### src/rtl/cp0_unit_pkg.sv
// Shared CP0 definitions: register addresses, field bit positions and exception codes.
package cp0_defs;

  localparam logic [4:0] ADDR_COUNT   = 5'd9;
  localparam logic [4:0] ADDR_COMPARE = 5'd11;
  localparam logic [4:0] ADDR_SR      = 5'd12;
  localparam logic [4:0] ADDR_CAUSE   = 5'd13;
  localparam logic [4:0] ADDR_EPC     = 5'd14;
  localparam logic [4:0] ADDR_PRID    = 5'd15;

  localparam int unsigned BIT_IE    = 0;
  localparam int unsigned BIT_EXL   = 1;
  localparam int unsigned BIT_IM_LO = 10;
  localparam int unsigned BIT_IP_LO = 10;
  localparam int unsigned BIT_TI    = 30;
  localparam int unsigned BIT_BD    = 31;

  typedef enum logic [4:0] {
    EXC_INT     = 5'd0,
    EXC_ADEL    = 5'd4,
    EXC_ADES    = 5'd5,
    EXC_SYSCALL = 5'd8,
    EXC_RI      = 5'd10,
    EXC_OV      = 5'd12
  } exc_code_e;

endpackage

### src/rtl/cp0_unit_timer.sv
// Count/Compare timer: free-running Count, Compare match raises TI until Compare is rewritten.
module cp0_timer (
  input  logic        clk,
  input  logic        reset,
  input  logic        wr_count,
  input  logic        wr_compare,
  input  logic [31:0] wdata,
  output logic [31:0] count,
  output logic [31:0] compare,
  output logic        ti
);

  // Count increments or loads; Compare write clears TI and beats a same-edge match.
  always_ff @(posedge clk or posedge reset) begin
    if (reset) begin
      count   <= '0;
      compare <= '0;
      ti      <= 1'b0;
    end else begin
      count <= wr_count ? wdata : count + 32'd1;
      if (wr_compare) begin
        compare <= wdata;
        ti      <= 1'b0;
      end else if ((count == compare) && (compare != '0)) begin
        ti <= 1'b1;
      end
    end
  end

endmodule

### src/rtl/cp0_unit.sv
// Pipelined CP0: SR/Cause/EPC/PRId, hardware interrupts, optional timer, BD tracking.
module cp0_unit
  import cp0_defs::*;
#(
  parameter int unsigned HWINT_N  = 6,
  parameter bit          TIMER_EN = 1'b1,
  parameter logic [31:0] PRID     = 32'h0000_4010
) (
  input  logic               clk,
  input  logic               reset,
  input  logic               en,
  input  logic [4:0]         cp0_addr,
  input  logic [31:0]        cp0_in,
  output logic [31:0]        cp0_out,
  input  logic [31:0]        vpc,
  input  logic               bd_in,
  input  logic [4:0]         exc_code,
  input  logic               exl_clr,
  input  logic [HWINT_N-1:0] hwint,
  output logic               req,
  output logic [31:0]        epc_out
);

  logic [5:0]         sr_im;
  logic               sr_exl;
  logic               sr_ie;
  logic               cause_bd;
  logic [4:0]         cause_exc;
  logic [HWINT_N-1:0] ip_hw;
  logic [31:0]        epc;
  logic [5:0]         ip;
  logic [31:0]        count;
  logic [31:0]        compare;
  logic               ti;
  logic               int_req;
  logic               exc_req;
  logic               wr_en;
  logic [31:0]        epc_vpc;

  // An mtc0 in the same cycle as req is discarded, including timer writes.
  assign wr_en = en & ~req;

  generate
    if (TIMER_EN) begin : g_timer
      cp0_timer u_timer (
        .clk        (clk),
        .reset      (reset),
        .wr_count   (wr_en && (cp0_addr == ADDR_COUNT)),
        .wr_compare (wr_en && (cp0_addr == ADDR_COMPARE)),
        .wdata      (cp0_in),
        .count      (count),
        .compare    (compare),
        .ti         (ti)
      );
    end else begin : g_no_timer
      assign count   = '0;
      assign compare = '0;
      assign ti      = 1'b0;
    end
  endgenerate

  // Map the sampled lines onto IP[15:10]; the timer shares the top line.
  always_comb begin
    ip = '0;
    for (int unsigned i = 0; i < HWINT_N; i++) ip[i] = ip_hw[i];
    ip[5] = ip[5] | ti;
  end

  assign int_req = (|(ip & sr_im)) & sr_ie & ~sr_exl & ~reset;
  assign exc_req = (exc_code != 5'd0) & ~sr_exl & ~reset;
  assign req     = int_req | exc_req;

  assign epc_vpc = bd_in ? (vpc - 32'd4) : vpc;
  assign epc_out = (en && (cp0_addr == ADDR_EPC)) ? {cp0_in[31:2], 2'b00} : epc;

  // Combinational register read.
  always_comb begin
    cp0_out = '0;
    case (cp0_addr)
      ADDR_COUNT:   cp0_out = count;
      ADDR_COMPARE: cp0_out = compare;
      ADDR_SR:      cp0_out = {16'b0, sr_im, 8'b0, sr_exl, sr_ie};
      ADDR_CAUSE:   cp0_out = {cause_bd, ti, 14'b0, ip, 3'b0, cause_exc, 2'b00};
      ADDR_EPC:     cp0_out = epc;
      ADDR_PRID:    cp0_out = PRID;
      default:      cp0_out = '0;
    endcase
  end

  // Exception entry beats mtc0 and eret; eret clears EXL after any SR write.
  always_ff @(posedge clk or posedge reset) begin
    if (reset) begin
      sr_im     <= '0;
      sr_exl    <= 1'b0;
      sr_ie     <= 1'b0;
      cause_bd  <= 1'b0;
      cause_exc <= '0;
      ip_hw     <= '0;
      epc       <= '0;
    end else begin
      ip_hw <= hwint;
      if (req) begin
        sr_exl    <= 1'b1;
        cause_exc <= int_req ? 5'(EXC_INT) : exc_code;
        cause_bd  <= bd_in;
        epc       <= {epc_vpc[31:2], 2'b00};
      end else begin
        if (en && (cp0_addr == ADDR_SR)) begin
          sr_im  <= cp0_in[BIT_IM_LO +: 6];
          sr_exl <= cp0_in[BIT_EXL];
          sr_ie  <= cp0_in[BIT_IE];
        end
        if (en && (cp0_addr == ADDR_EPC)) epc <= {cp0_in[31:2], 2'b00};
        if (exl_clr) sr_exl <= 1'b0;
      end
    end
  end

endmodule

### config.mk
export PLATFORM = sky130hd
export DESIGN_NAME = cp0_unit
export DESIGN_NICKNAME = d
export VERILOG_FILES = /design/src/rtl/cp0_unit_pkg.sv /design/src/rtl/cp0_unit_timer.sv /design/src/rtl/cp0_unit.sv
export SDC_FILE = /design/constraint.sdc
export NUM_CORES = 1
export LEC_CHECK = 0
export CORE_MARGIN = 1.5
export CORE_UTILIZATION = 40
export DETAILED_ROUTE_END_ITERATION = 8
export PLACE_DENSITY = 0.68
export SETUP_SLACK_MARGIN = 0.3
export SYNTH_ARGS = -nofsm -noshare
export SYNTH_HDL_FRONTEND = slang
export SYNTH_SLANG_ARGS = --single-unit
### constraint.sdc
create_clock -name clk -period 3.3 [get_ports clk]
set_input_delay 0.33 -clock clk [delete_from_list [all_inputs] [get_ports clk]]
set_output_delay 0.33 -clock clk [all_outputs]
set_load 0.05 [all_outputs]
==> impl_metrics.tcl <==
set metrics [dict create \
    power_density_mw_per_mm2 606.6 \
    cpMaxStageDelayCell "a31oi_1" \
    syn_nets 736 \
    final.setup.tns_ns 0 \
    leakagePower_nw 4.175 \
    clk_pin_slew_ns 0.06 \
    p_seq_frac 0.362 \
    grt_pass1_vias 6193 \
    finalHoldViolCount 0 \
    dieArea_mm2 0.01827 \
    tritoncts "built" \
    postLayoutCellArea_mm2 0.009734 \
    required_ns 2.97 \
    slowest_delay_ns 0.50 \
    power_frac_clock 0.337 \
    globalRouteOverflowTotal 0 \
    critPathKind "reg2out" \
    h-tree-depth 4 \
    worstHoldPathType "in2reg" \
    p_sw_frac 0.3439 \
    fin_crit_sh 0.8915 \
    grt_pass1_wl_um 34920 \
    drtIter0Drc 667 \
    cts.repair.resized 0 \
    drive_above_1_share 0.3224 \
    antenna_left 0 \
    worstPathArrival_ns 2.61 \
    worst_pin_slew_ns 0.6425 \
    finalMaxSlewViolations 0 \
    track_usage 0.2555 \
    outcome "complete, no violations" \
    wire_per_inst_um 21.77 \
    synth.distinct_cells 43 \
    root_buffer "clkbuf_16" \
    insertion_delay_ns 0.42 \
    synthToLayoutAreaGrowth_pct 39.35 \
    crit_top_cell "buf_4" \
    slew_headroom 0.5717 \
    rsz0062_at_grt "false" \
    placed_cell_area_mm2 0.009095 \
    die_h_um 135.2 \
    cts_hold_buf 0 \
    synthesis.area_mm2 0.006985 \
    layout_min_cycle_time_ns 2.942 \
    p_switching_mw 2.031 \
    start_kind "flop" \
    clock-skew-final_ns 0.01126 \
    intPower_mw 3.874 \
    yosys_register_bits 117 \
    drc_errors 0 \
    post-route-util 0.5667 \
    path_delay_family "buffers and inverters" \
    rows 48 \
    synth_warnings 0 \
    crit_chain "a222oi_1, a31oi_1, o21ai_0, buf_4, inv_1, buf_4, buf_4" \
    endpoint_kind "output pin" \
    num-fill-cells 1503 \
    coreArea_mm2 0.01718 \
    path_buf_inv 4 \
    antenna_found_initial 0 \
    multi_input_comb_area_mm2 0.003802 \
    vdd_drop_max_uv 357.2 \
    initial_core_util 0.4067 \
    antenna_cells 0 \
    drv_cap 0 \
    io_buffers 147 \
    fmax_ghz 0.3399 \
    cts_buffers 17 \
    ioPinCount 150 \
    post-cts-setup-buffer-count 0 \
    fin_nets 896 \
    gp_congestion 0.9162 \
    clk_path_buf_depth 2 \
    grt_max_degree 118 \
    dp_hpwl_um 17010 \
    die_x_um 135.2 \
    cts.sinks 117 \
    setup_viol 0 \
    worstPathMaxFanout 15 \
    via_per_inst 5.786 \
    dr_total_vias 6058 \
    seq_area_frac_synth 0.4191 \
    share_comb_of_total_power 0.300 \
    dr.pass1.iters 7 \
    register_area_mm2 0.002928 \
    synthCells 649 \
    drt_wl_total_um 22800 \
    syn_area_per_cell_um2 10.76 \
]
[cell families after synthesis]
| kind of cell | count (synthesis) | synth area share |
|---|---|---|
| fa+ha+maj | 2 | 0.003582 |
| mux | 136 | 0.2180 |
| flops | 117 | 0.4191 |
| buf+inv | 68 | 0.03726 |
| xor+xnor | 90 | 0.1128 |
| simple gates | 179 | 0.1422 |
| compound gates | 57 | 0.06699 |
[flip-flops by register name, indices dropped and copies added (netlist names)]
| register | cells |
|---|---|
| g_timer.u_timer.compare | 32 |
| cause_exc | 5 |
| cause_bd | 1 |
| g_timer.u_timer.ti | 1 |
| epc | 32 |
| sr_ie | 1 |
| ip_hw | 6 |
| sr_im | 6 |
| g_timer.u_timer.count | 32 |
| sr_exl | 1 |
[per-layer routing]
metal	vias to the layer above	routed length [µm]	track usage	share of wire
met3	40	1688	0.05462	0.074
met2	296	10970	0.4147	0.48
met4	0	619	0.1063	0.027
met5	-	0	0	0
li1	2713	-	-	-
met1	3009	9516	0.3316	0.42
[area by class of cell]
type	instances	share of cell area
flip-flops and latches	117	0.3008
clock inverters	14	0.02057
repair buffers	177	0.2013
inverters	32	0.01272
multi-input cells	464	0.3906
clock buffers	18	0.04512
well taps	225	0.02892
[metrics by stage]
| step | worst slack (ns) | total power, mW | std cells | hold slack, ns |
|---|---|---|---|---|
| final | 0.3579 | 5.905 | 1047 | 0.3502 |
| after global routing | 0.3166 | 6.137 | 1047 | 0.3388 |
| after CTS | 0.3760 | 5.928 | 1047 | 0.3337 |
| after detailed placement | 0.3123 | 3.917 | 1015 | 0.5028 |
| after global placement | 0.3681 | 3.867 | 1015 | 0.4956 |
| after floorplan | 0.9148 | 3.238 | 649 | 0.3614 |
[layout by cell type (no fill, tap or decap), types with 3 or more instances in the layout]
| cell type | count |
|---|---|
| buf_4 | 61 |
| buf_12 | 34 |
| dfrtp_1 | 117 |
| nand3_1 | 19 |
| inv_6 | 3 |
| and3_1 | 9 |
| clkdlybuf4s50_1 | 82 |
| and2_1 | 6 |
| inv_1 | 31 |
| nor3_1 | 12 |
| nor4_1 | 15 |
| xor2_1 | 18 |
| nand2_1 | 44 |
| nand3b_1 | 3 |
| clkbuf_16 | 17 |
| nor2_1 | 19 |
| or4_4 | 3 |
| a222oi_1 | 30 |
| and4_1 | 3 |
| xnor2_1 | 72 |
| clkinv_4 | 3 |
| nand4_1 | 27 |
| o21ai_0 | 6 |
| or4_1 | 5 |
| a21oi_1 | 7 |
| bufinv_16 | 4 |
| o22ai_1 | 4 |
| mux2_2 | 129 |
| clkinvlp_4 | 4 |
| mux2i_1 | 7 |
[synthesized netlist by cell type]
cell type | number | share of area
a222oi_1 | 30 | 0.043
xnor2_1 | 72 | 0.090
or4_1 | 5 | 0.0054
nand4bb_1 | 1 | 0.0016
or3b_1 | 1 | 0.0013
and4_1 | 3 | 0.0038
mux2i_1 | 7 | 0.010
or4_4 | 3 | 0.0048
o22ai_1 | 4 | 0.0036
ha_1 | 2 | 0.0036
a211oi_1 | 1 | 0.0011
nand2_1 | 44 | 0.024
buf_2 | 4 | 0.0029
nand4_1 | 27 | 0.024
or3_1 | 2 | 0.0018
and3_1 | 9 | 0.0081
a22oi_1 | 2 | 0.0021
and3b_1 | 1 | 0.0013
xor2_1 | 18 | 0.023
nor2_1 | 19 | 0.010
or2_2 | 1 | 0.00090
nor2b_1 | 2 | 0.0018
nor4_1 | 15 | 0.013
mux2_2 | 129 | 0.21
or4b_1 | 1 | 0.0014
a22o_1 | 2 | 0.0025
a21oi_1 | 7 | 0.0050
nor4b_2 | 2 | 0.0043
a31oi_1 | 2 | 0.0018
nand3_1 | 19 | 0.014
clkbuf_1 | 29 | 0.016
inv_1 | 32 | 0.017
o21ai_0 | 6 | 0.0043
nand3b_1 | 3 | 0.0032
nor4bb_1 | 1 | 0.0014
dfrtp_1 | 117 | 0.42
a221o_1 | 1 | 0.0014
nor3_1 | 13 | 0.0093
buf_1 | 3 | 0.0016
o21a_1 | 1 | 0.0011
and2_1 | 6 | 0.0054
nor3_2 | 1 | 0.0014
o211ai_1 | 1 | 0.0011
[path summary, 6_finish.rpt]
kind | slack (ns) | startpoint | depth (start not counted) | endpoint
worst min register to register | 0.51 | cause_exc[3]$_DFFE_PP0P_ | 1 | cause_exc[3]$_DFFE_PP0P_
max in group asynchronous | 2.31 | reset | 3 | g_timer.u_timer.count[4]$_DFF_PP0_
min in group asynchronous | 0.50 | reset | 3 | epc[5]$_DFF_PP0_
worst max register to register | 0.75 | sr_im[2]$_DFFE_PP0P_ | 7 | g_timer.u_timer.compare[23]$_DFFE_PP0P_
worst max-delay path | 0.36 | sr_im[2]$_DFFE_PP0P_ | 7 | req
worst min-delay path | 0.35 | hwint[2] | 1 | ip_hw[2]$_DFF_PP0_
[power groups by stage]
stage	registers, mW	clock network, mW	logic, mW
after detailed placement	2.15	0	1.77
final	2.14	1.99	1.77
after floorplan	2.00	0	1.24
after CTS	2.13	2.02	1.78
after global placement	2.13	0	1.74
after global routing	2.18	2.08	1.88
No activity file was read; power rests on OpenSTA's default activity.
